[src/rtl/gmii_rx_pkg.sv]
// ==== gmii_rx_pkg: shared codes, header offsets and FSM encoding for the GMII UDP receiver (rev 1.0) ====
`default_nettype none

package gmii_rx_pkg;

  localparam logic [7:0]  INFO_VIDEO     = 8'h00;
  localparam logic [7:0]  INFO_AUDIO     = 8'h01;
  localparam logic [7:0]  INFO_VIDAX     = 8'h02;

  localparam logic [15:0] ETHERTYPE_IPV4 = 16'h0800;
  localparam logic [7:0]  IP_VER_IHL     = 8'h45;
  localparam logic [7:0]  IP_PROTO_UDP   = 8'h11;

  // Byte offsets count from the first preamble byte
  localparam logic [10:0] OFF_ETYPE      = 11'd20;
  localparam logic [10:0] OFF_VERIHL     = 11'd22;
  localparam logic [10:0] OFF_PROTO      = 11'd31;
  localparam logic [10:0] OFF_DSTIP      = 11'd38;
  localparam logic [10:0] OFF_DSTPORT    = 11'd44;
  localparam logic [10:0] OFF_INFO       = 11'd50;
  localparam logic [10:0] OFF_LINE       = 11'd51;
  localparam logic [10:0] CNT_MAX        = 11'd2047;

  typedef enum logic [3:0] {
    ST_IDLE = 4'd0,
    ST_HDR  = 4'd1,
    ST_INFO = 4'd2,
    ST_LINE = 4'd3,
    ST_VID  = 4'd4,
    ST_AUXH = 4'd5,
    ST_AUX  = 4'd6,
    ST_DONE = 4'd7,
    ST_DROP = 4'd8
  } rx_state_t;

endpackage

`default_nettype wire

[src/rtl/gmii_byte_packer.sv]
// ==== gmii_byte_packer: assembles N bytes MSB-first into a word with a one-cycle done strobe (rev 1.0) ====
`default_nettype none

module gmii_byte_packer #(
  parameter int N = 2
) (
  input  logic           clk,
  input  logic           rst_n,
  input  logic           valid,
  input  logic [7:0]     din,
  input  logic           flush,
  input  logic           full,
  output logic [8*N-1:0] data,
  output logic           done,
  output logic           lost
);

  logic [2:0]     r_cnt;
  logic [8*N-1:0] w_word;
  logic           w_last;

  assign w_last = valid && (r_cnt == 3'(N - 1));
  assign lost   = w_last && full;

  generate
    if (N == 1) begin : g_single
      assign w_word = din;
    end else begin : g_multi
      logic [8*(N-1)-1:0] r_hold;
      always_ff @(posedge clk or negedge rst_n) begin
        if (!rst_n)     r_hold <= '0;
        else if (valid) r_hold <= w_word[8*(N-1)-1:0];
      end
      assign w_word = {r_hold, din};
    end
  endgenerate

  always_ff @(posedge clk or negedge rst_n) begin
    if (!rst_n) begin
      r_cnt <= '0;
      data  <= '0;
      done  <= 1'b0;
    end else begin
      done <= w_last && !full;
      if (w_last && !full) data <= w_word;
      if (flush || w_last) r_cnt <= '0;
      else if (valid)      r_cnt <= r_cnt + 3'd1;
    end
  end

endmodule

`default_nettype wire

[src/rtl/gmii_udp_rx_demux.sv]
// ==== gmii_udp_rx_demux: GMII Ethernet/IPv4/UDP receiver demuxing payload into video/aux FIFOs (rev 1.0) ====
// ==== Optional macro GMII_RX_STATS_EN adds stat_ok/stat_drop/stat_abort counters.
`default_nettype none

module gmii_udp_rx_demux
  import gmii_rx_pkg::*;
#(
  parameter logic [31:0] IPV4_DST  = 32'hC0A80001,
  parameter logic [15:0] DST_PORT  = 16'd12345,
  parameter int          NUM_CH    = 2,
  parameter int          PIX_BYTES = 2,
  parameter int          VID_BYTES = 1200,
  parameter int          AUX_BYTES = 3,
  localparam int         CH_W      = (NUM_CH > 1) ? $clog2(NUM_CH) : 1
) (
  input  logic                            clk125,
  input  logic                            sys_rst_n,
  input  logic [7:0]                      rxd,
  input  logic                            rx_dv,
  input  logic                            vid_full,
  input  logic                            aux_full,
  output logic [CH_W+16+8*PIX_BYTES-1:0]  vid_data,
  output logic                            vid_wr_en,
  output logic [CH_W+8*AUX_BYTES-1:0]     aux_data,
  output logic                            aux_wr_en,
  output logic                            packet_en,
  output logic                            pkt_abort
`ifdef GMII_RX_STATS_EN
  ,
  output logic [15:0]                     stat_ok,
  output logic [15:0]                     stat_drop,
  output logic [15:0]                     stat_abort
`endif
);

  rx_state_t r_state, w_next;

  logic [10:0]            r_cnt;
  logic [15:0]            r_etype, r_dst_port, r_rem, w_port_off;
  logic [7:0]             r_verihl, r_proto;
  logic [31:0]            r_dst_ip;
  logic [CH_W-1:0]        r_ch;
  logic [3:0]             r_x;
  logic [11:0]            r_y;
  logic                   r_has_aux, r_abort;
  logic                   w_hdr_ok, w_info_ok, w_abort, w_flush;
  logic                   w_vid_valid, w_aux_valid, w_vid_lost, w_aux_lost;
  logic                   w_vid_done, w_aux_done;
  logic [8*PIX_BYTES-1:0] w_vid_word;
  logic [8*AUX_BYTES-1:0] w_aux_word;

  // Offset compare keeps the port range check free of 16-bit wrap
  assign w_port_off = r_dst_port - DST_PORT;
  assign w_hdr_ok   = (r_etype == ETHERTYPE_IPV4) && (r_verihl == IP_VER_IHL) &&
                      (r_proto == IP_PROTO_UDP) && (r_dst_ip == IPV4_DST) &&
                      (r_dst_port >= DST_PORT) && (w_port_off < 16'(NUM_CH));
  assign w_info_ok  = (rxd == INFO_VIDEO) || (rxd == INFO_AUDIO) || (rxd == INFO_VIDAX);

  assign w_vid_valid = rx_dv && (r_state == ST_VID);
  assign w_aux_valid = rx_dv && (r_state == ST_AUX);
  assign packet_en   = r_state inside {ST_LINE, ST_VID, ST_AUXH, ST_AUX};
  assign w_abort     = (!rx_dv && packet_en) || w_vid_lost || w_aux_lost;
  assign w_flush     = w_abort || (r_state == ST_INFO);
  assign pkt_abort   = r_abort;

  always_ff @(posedge clk125 or negedge sys_rst_n) begin
    if (!sys_rst_n) r_state <= ST_IDLE;
    else            r_state <= w_next;
  end

  always_comb begin
    w_next = r_state;
    if (!rx_dv) begin
      w_next = ST_IDLE;
    end else begin
      case (r_state)
        ST_IDLE: w_next = ST_HDR;
        ST_HDR:  if (r_cnt == OFF_INFO - 11'd1) w_next = ST_INFO;
        ST_INFO: begin
          if (!(w_hdr_ok && w_info_ok)) w_next = ST_DROP;
          else if (rxd == INFO_AUDIO)   w_next = ST_AUXH;
          else                          w_next = ST_LINE;
        end
        ST_LINE: if (r_cnt == OFF_LINE + 11'd1) w_next = ST_VID;
        ST_VID: begin
          if (w_vid_lost)          w_next = ST_DROP;
          else if (r_rem == 16'd1) w_next = r_has_aux ? ST_AUXH : ST_DONE;
        end
        ST_AUXH: w_next = (rxd[3:0] == 4'd0) ? ST_DONE : ST_AUX;
        ST_AUX: begin
          if (w_aux_lost)          w_next = ST_DROP;
          else if (r_rem == 16'd1) w_next = ST_DONE;
        end
        ST_DONE, ST_DROP: w_next = r_state;
        default: w_next = ST_IDLE;
      endcase
    end
  end

  always_ff @(posedge clk125 or negedge sys_rst_n) begin
    if (!sys_rst_n) begin
      r_cnt      <= '0;
      r_etype    <= '0;
      r_verihl   <= '0;
      r_proto    <= '0;
      r_dst_ip   <= '0;
      r_dst_port <= '0;
      r_ch       <= '0;
      r_x        <= '0;
      r_y        <= '0;
      r_has_aux  <= 1'b0;
      r_rem      <= '0;
      r_abort    <= 1'b0;
    end else begin
      r_abort <= w_abort;
      if (!rx_dv)                r_cnt <= '0;
      else if (r_cnt != CNT_MAX) r_cnt <= r_cnt + 11'd1;

      if (rx_dv) begin
        if (r_cnt == OFF_ETYPE || r_cnt == OFF_ETYPE + 11'd1) r_etype <= {r_etype[7:0], rxd};
        if (r_cnt == OFF_VERIHL) r_verihl <= rxd;
        if (r_cnt == OFF_PROTO)  r_proto  <= rxd;
        if (r_cnt >= OFF_DSTIP && r_cnt <= OFF_DSTIP + 11'd3) r_dst_ip <= {r_dst_ip[23:0], rxd};
        if (r_cnt == OFF_DSTPORT || r_cnt == OFF_DSTPORT + 11'd1)
          r_dst_port <= {r_dst_port[7:0], rxd};

        case (r_state)
          ST_INFO: begin
            if (w_next != ST_DROP) begin
              r_ch      <= w_port_off[CH_W-1:0];
              r_has_aux <= (rxd == INFO_VIDAX);
            end
          end
          ST_LINE: begin
            if (r_cnt == OFF_LINE) begin
              r_y[7:0] <= rxd;
            end else begin
              r_x       <= rxd[7:4];
              r_y[11:8] <= rxd[3:0];
              r_rem     <= 16'(VID_BYTES);
            end
          end
          ST_VID, ST_AUX: r_rem <= r_rem - 16'd1;
          ST_AUXH:        r_rem <= 16'(rxd[3:0] * AUX_BYTES);
          default:        r_rem <= r_rem;
        endcase
      end
    end
  end

  gmii_byte_packer #(.N(PIX_BYTES)) u_vid_packer (
    .clk   (clk125),
    .rst_n (sys_rst_n),
    .valid (w_vid_valid),
    .din   (rxd),
    .flush (w_flush),
    .full  (vid_full),
    .data  (w_vid_word),
    .done  (w_vid_done),
    .lost  (w_vid_lost)
  );

  gmii_byte_packer #(.N(AUX_BYTES)) u_aux_packer (
    .clk   (clk125),
    .rst_n (sys_rst_n),
    .valid (w_aux_valid),
    .din   (rxd),
    .flush (w_flush),
    .full  (aux_full),
    .data  (w_aux_word),
    .done  (w_aux_done),
    .lost  (w_aux_lost)
  );

  assign vid_data  = {r_ch, r_x, r_y, w_vid_word};
  assign vid_wr_en = w_vid_done;
  assign aux_data  = {r_ch, w_aux_word};
  assign aux_wr_en = w_aux_done;

`ifdef GMII_RX_STATS_EN
  always_ff @(posedge clk125 or negedge sys_rst_n) begin
    if (!sys_rst_n) begin
      stat_ok    <= '0;
      stat_drop  <= '0;
      stat_abort <= '0;
    end else begin
      if (w_next == ST_DONE && r_state != ST_DONE) stat_ok   <= stat_ok + 16'd1;
      if (w_next == ST_DROP && r_state != ST_DROP) stat_drop <= stat_drop + 16'd1;
      if (w_abort) stat_abort <= stat_abort + 16'd1;
    end
  end
`endif

endmodule

`default_nettype wire

[config.mk]
export PLATFORM = sky130hd
export DESIGN_NAME = gmii_udp_rx_demux
export DESIGN_NICKNAME = d
export VERILOG_FILES = /design/src/rtl/gmii_rx_pkg.sv /design/src/rtl/gmii_byte_packer.sv /design/src/rtl/gmii_udp_rx_demux.sv
export SDC_FILE = /design/constraint.sdc
export NUM_CORES = 1
export LEC_CHECK = 0
export ABC_AREA = 1
export CORE_ASPECT_RATIO = 0.75
export CORE_MARGIN = 10
export CORE_UTILIZATION = 63
export CTS_CLUSTER_SIZE = 20
export DETAILED_ROUTE_END_ITERATION = 8
export PLACE_DENSITY = 0.95
export SYNTH_ARGS = -nofsm -noshare
export SYNTH_HDL_FRONTEND = slang
export SYNTH_SLANG_ARGS = --single-unit
export TNS_END_PERCENT = 1
[constraint.sdc]
create_clock -name clk125 -period 5.3 [get_ports clk125]
set_input_delay 1.06 -clock clk125 [delete_from_list [all_inputs] [get_ports clk125]]
set_output_delay 1.06 -clock clk125 [all_outputs]
set_load 0.05 [all_outputs]
Yosys cells after proc, flatten, opt, wreduce, memory -nomap -nowiden
Cells that the tools add are included.
{"block": "op_classes", "multipliers": 1, "n_addsub": 5, "eq_ne": 30, "bitwise": 1, "reduce_logical": 46, "order_cmp": 4, "n_mux": 20}
{"op": "equality test 11 x 6 -> 1 bit, second input constant", "n": 5}
{"op": "one-hot mux 16 bit (3 select lines)", "n": 1}
{"op": "equality test 11 x 5 -> 1 bit, second input constant", "n": 4}
{"op": "equality test 32 bit, second input constant", "n": 1}
{"op": "two-way mux 4 bit", "n": 8}
{"op": "one-hot mux 4 bit (8 select lines)", "n": 1}
{"op": "two-way mux 11 bit", "n": 2}
{"op": "equality test 16 x 1 -> 1 bit, second input constant", "n": 1}
{"op": "equality test 16 x 12 -> 1 bit, second input constant", "n": 1}
{"op": "equality test 4 x 3 -> 1 bit, second input constant", "n": 4}
{"op": ">= comparator 16 x 14 -> 1 bit, second input constant", "n": 1}
{"op": "logical AND 1 bit", "n": 16}
{"op": "< comparator 16 x 2 -> 1 bit, second input constant", "n": 1}
{"op": "two-way mux 16 bit", "n": 1}
{"op": "subtractor 16 x 1 -> 16 bit, second input constant", "n": 1}
{"op": "subtractor 16 x 14 -> 16 bit, second input constant", "n": 1}
{"op": "two-way mux 3 bit", "n": 5}
{"op": "AND reduction 3 bit", "n": 4}
{"op": "adder 11 x 1 -> 11 bit, second input constant", "n": 1}
{"op": ">= comparator 11 x 6 -> 1 bit, second input constant", "n": 1}
{"op": "less-or-equal comparator 11 x 6 -> 1 bit, second input constant", "n": 1}
{"op": "inequality test 11 bit, second input constant", "n": 1}
{"op": "AND reduction 2 bit", "n": 5}
{"op": "logical OR 1 bit", "n": 9}
{"op": "other kinds (24)", "n": 31}
{"block": "word_totals", "elab_cells": 129, "inputBits": 13, "register_bits": 202}

Logic depth before layout (Yosys ltp)
{"block": "logic_depth", "ltp_word": 12, "mapped_depth": 14}

By module
Synthesis repeated with hierarchy kept, for this count alone.
{"block": "unflattened", "cells_unflattened": 1084, "hier_area_um2": 9570.4}
{"module": "gmii_udp_rx_demux", "instances": 1, "area_per_inst_um2": 6675.2, "cells_per_inst": 766}
{"module": "gmii_byte_packer at u_aux_packer", "instances": 1, "area_per_inst_um2": 1742.9, "cells_per_inst": 191}
{"module": "gmii_byte_packer at u_vid_packer", "instances": 1, "area_per_inst_um2": 1152.4, "cells_per_inst": 127}

Least setup slack after synthesis
Ideal clock, no wire load.
{"block": "synth_path", "path_type": "input to register", "startpoint": "input rxd[2]", "endpoint": "register r_ch", "required_time_ns": 5.178, "t_arrival_ns": 2.406, "slack_ns": 2.772, "setup_time_ns": 0.122, "cell_stages": 10, "cell_sequence": "inv_1 clkbuf_1 ha_1 inv_1 nor2_1 o31ai_1 nor3_4 nand4_2 nand2_1 o21ai_1"}
{"block": "synth_between", "elab_chain_len": 9, "word_cells_on_any_way": 14, "cone_classes": "3 x eq/ne; 5 x mux; 6 x reduce/logical"}
{"item": "from (decl)", "line": "gmii_udp_rx_demux.sv:18", "source": "input logic [7:0] rxd,"}
{"item": "equality test 8 x 1 -> 1 bit or logical NOT 8 bit (tied branches)", "line": "gmii_udp_rx_demux.sv:57, gmii_udp_rx_demux.sv:81"}
{"item": "logical OR 1 bit (2 in series)", "line": "gmii_udp_rx_demux.sv:57", "source": "assign w_info_ok = (rxd == INFO_VIDEO) || (rxd == INFO_AUDIO) || (rxd == INFO_VIDAX);"}
{"item": "logical AND 1 bit", "line": "gmii_udp_rx_demux.sv:80", "source": "if (!(w_hdr_ok && w_info_ok)) w_next = ST_DROP;"}
{"item": "two-way mux 4 bit", "line": "gmii_udp_rx_demux.sv:80"}
{"item": "one-hot mux 4 bit (8 select lines) *", "line": "gmii_udp_rx_demux.sv:76", "source": "case (r_state)"}
{"item": "two-way mux 4 bit *", "line": "gmii_udp_rx_demux.sv:73", "source": "if (!rx_dv) begin"}
{"item": "inequality test 4 bit *", "line": "gmii_udp_rx_demux.sv:129", "source": "if (w_next != ST_DROP) begin"}
{"item": "AND reduction 3 bit (no line) *"}
{"item": "to (signal assigned)", "line": "gmii_udp_rx_demux.sv:130", "source": "r_ch <= w_port_off[CH_W-1:0];"}
{"item": "to (decl)", "line": "gmii_udp_rx_demux.sv:42", "source": "logic [CH_W-1:0] r_ch;"}
Every way passes the cells marked *; elsewhere a longest branch is shown, timed or not.
A chain may end at the register's enable or synchronous reset.

Worst setup path in the final report
{"block": "layout_path", "startpoint": "register r_state[0]", "endpoint": "output packet_en"}
{"block": "layout_between", "elab_chain_len": 2, "word_cells_on_any_way": 5, "cone_classes": "4 x eq/ne; 1 x reduce/logical"}
{"item": "from (decl)", "line": "gmii_udp_rx_demux.sv:36", "source": "rx_state_t r_state, w_next;"}
{"item": "from (signal assigned)", "line": "gmii_udp_rx_demux.sv:68", "source": "else r_state <= w_next;"}
{"item": "equality test 4 x 2 -> 1 bit or equality test 4 x 3 -> 1 bit (tied branches)", "line": "gmii_udp_rx_demux.sv:61", "source": "assign packet_en = r_state inside {ST_LINE, ST_VID, ST_AUXH, ST_AUX};"}
{"item": "nonzero test 4 bit *", "line": "gmii_udp_rx_demux.sv:61"}
{"item": "to (decl)", "line": "gmii_udp_rx_demux.sv:26", "source": "output logic packet_en,"}
Marks and branches as above.

==> impl_metrics.toml <==
[finish]
drive_gt1_share_pct = 8.58
instances_no_fill = 1342
multi_input_area_mm2 = 0.00365
n_antenna_cell = 0
layout.nets = 1164
seqCellArea_mm2 = 0.00505
area_delta_synth_final_pct = 16.1
n_fill_cell = 879

[critical_path]
ff2ff_setup_slack_ns = 2.62
crit_fanout = 5
crit_family = "buffers and inverters"
worstSetupPathType = "register to primary output"
endpoint = "packet_en"
cp.required_ns = 4.24
rr_worst_depth = 10
cp-end-kind = "primary output"
path_cells = "inv_2, nor2_2, inv_2, nor2_4, nor2_4, nand2_1, clkdlybuf4s50_1"
worstPathArrival_ns = 2.60
crit_cells = 7
max_stage_delay_ns = 0.84
path_buf_inv = 3
crit_slowest_cell = "clkdlybuf4s50_1"
reg2reg_from = "r_state[0]"
startpoint = "r_state[0]"
startpoint_type = "register"
rr_endpoint = "u_vid_packer.r_cnt[1]"

[sta]
finalSetupTns_ns = 0
slew_headroom_pct = 28.7
period_share_pct = 69.0
worstMarginPinSlew_ns = 1.07
fmax_mhz = 273
period_minus_slack_ns = 3.66
slew_viol_final = 0
hold_viol_final = 0
final.setup_skew_ns = 0.0245
rsz0062_at_grt = "no"
setup_viol = 0

[run]
cap_viol_max_count = 0

[status]
status = "completed"

[grt]
grt_max_degree = 103
grt_pass1_vias = 7954
grt_pass1_wl_um = 41300
grt_remaining_overflow = 0
antenna_found_initial = 0
grt_use_total_pct = 24.7

[place]
gp_congestion = 0.987
dp_cells = 1309
hpwl_um = 16000
numPortBuffers = 74

[clock_tree]
cts_root_buffer = "clkbuf_16"
cts.sinks = 202
htree_levels = 1
postCtsSetupBuffers = 0
hold_buffers = 0
cts_tree = "built"
cts.clk_slew.worst_paths_ns = 0.06
cts_resized = 0
clock_path_buffers = 3
numCtsBuffers = 20
worstSkewPairLatency_ns = 0.52

[logic_synthesis]
syn_area_per_cell_um2 = 8.72
synthArstFlopShare_pct = 100
ys_ff_latch = 202
yosys_warnings = 0
netlist-cell-type-count = 56
ys_seq_area_share_pct = 53.9
syn-num-nets = 1108
netlist_area_mm2 = 0.00937
synthCells = 1075
synth_ff_type = "dfrtp_1"
synth_edf_count = 0

[floorplanning]
die_area_mm2 = 0.0202
core_area_mm2 = 0.0145
start_util_pct = 64.6
pin_count = 75
die_h_um = 126
rows = 38
die-width_um = 161

[hold_path]
worstHoldPathType = "register to register"

[detailed_routing]
drtIter0Drc = 932
vias_per_cell = 5.86
ant_nets = 0
drt-total-wl_um = 25100
via_count = 7865
drc = 0
dr.pass1.iters = 6
wl_per_cell_um = 18.7

[power]
p_leak_nw = 5.21
peakVddDrop_mv = 0.241
p_per_area_mw_per_mm2 = 301
## cell families after synthesis
group	share of synthesized area (%)
simple gates	21.3
compound gates	12.5
flops	53.9
buf+inv	7.16
fa+ha+maj	2.75
mux	1.68
xor+xnor	0.654
## area by class of cell
class | instances | share of cell area (%)
inverters | 123 | 4.27
well taps | 200 | 2.30
clock buffers | 25 | 5.14
flip-flops and latches | 202 | 46.5
clock inverters | 8 | 1.09
repair buffers | 77 | 7.17
multi-input cells | 707 | 33.6
## Yosys cell counts, types with 8 or more instances
| library cell | number | area (µm²) |
|---|---|---|
| nand2_1 | 261 | 980 |
| dfrtp_1 | 202 | 5050 |
| o21ai_0 | 129 | 646 |
| inv_1 | 113 | 424 |
| nor2_1 | 104 | 390 |
| a21oi_1 | 31 | 155 |
| nand3_1 | 26 | 130 |
| clkbuf_1 | 25 | 93.8 |
| nor3_1 | 20 | 100 |
| o21ai_1 | 20 | 100 |
| ha_1 | 19 | 238 |
| mux2_2 | 14 | 158 |
| buf_2 | 10 | 50.1 |
| nand4_1 | 9 | 56.3 |
| inv_2 | 8 | 30.0 |
## per-layer routing
metal  vias to the layer above  GRT usage (%)  wire, µm
li1                       3565              -         -
met1                      3796           31.4      9840
met2                       418           40.9     12200
met3                        86           4.98      2080
met4                         0           10.4       949
met5                         -              0         0
## through the flow
step	hold WS, ns	area (µm²)	util (%)	setup WS [ns]	power, mW
2_1_floorplan	0.446	9370	-	2.77	1.73
3_3_place_gp	0.456	10200	70.3	1.73	1.80
3_5_place_dp	0.463	10200	70.3	1.64	1.82
4_1_cts	0.484	10900	75.0	1.67	3.27
5_1_grt	0.505	10900	75.0	1.56	3.36
6_report	0.483	10900	75.0	1.64	3.27
## worst min path at each step
stage / from / cells past startpoint / endpoint / slack, ns
after floorplan: r_dst_port[0] / 1 / r_ch / 0.45
after global placement: u_vid_packer.data[13] / 2 / u_vid_packer.data[13] / 0.46
after detailed placement: u_vid_packer.g_multi.r_hold[4] / 2 / u_vid_packer.data[12] / 0.46
after CTS: u_aux_packer.g_multi.r_hold[3] / 2 / u_aux_packer.g_multi.r_hold[11] / 0.48
after global routing: u_vid_packer.data[11] / 2 / u_vid_packer.data[11] / 0.50
final: u_aux_packer.g_multi.r_hold[0] / 2 / u_aux_packer.g_multi.r_hold[8] / 0.48
## worst reg2reg max path, stage by stage, from the launching register on
cell and delay, ns:
dfrtp_1 0.47, inv_2 0.10, nand2_1 0.13, nor2_2 0.08, nand2_1 0.49, nor2_1 0.14
nand2_1 0.20, o211ai_2 0.14, nor2_1 0.36, nand2_1 0.20, o31ai_1 0.27
## power breakdown
| part | leakage, nW | switching, mW | total [mW] | internal [mW] |
|---|---|---|---|---|
| combinational | 2.17 | 0.138 | 0.191 | 0.0528 |
| clock | 0.336 | 0.620 | 1.47 | 0.852 |
| sequential | 2.71 | 0.0297 | 1.61 | 1.58 |
| total | 5.21 | 0.788 | 3.27 | 2.48 |
## cells in the final DEF (no fill, tap or decap), drive strengths merged
cell	count
nand2	268
dfrtp	202
o21ai	153
inv	123
nor2	118
clkdlybuf4s50	73
a21oi	32
nand3	29
clkbuf	26
nor3	25
ha	19
mux2	14
nand4	10
xor2	6
clkinv	6
o211ai	5
o31ai	4
a211oi	4
o22ai	3
buf	3
o21a	2
bufinv	2
a311oi	1
nand3b	1
a32o	1
a31oi	1
nor3b	1
o2111ai	1
and3	1
or2	1
xnor2	1
a22oi	1
o32ai	1
a22o	1
a221oi	1
a41oi	1
fa	1
## registers in the layout, summed over array words and instances, names as in the netlist, 3 cells and up
register and count:
r_dst_ip 32, r_cnt 11, u_vid_packer.r_cnt 3, r_x 4, r_y 12, r_verihl 8
r_proto 8, u_vid_packer.g_multi.r_hold 8, r_etype 16, u_aux_packer.r_cnt 3, u_aux_packer.data 24, r_dst_port 16
u_aux_packer.g_multi.r_hold 16, r_state 4, u_vid_packer.data 16, r_rem 16
Power figures use the tool's default switching activity.
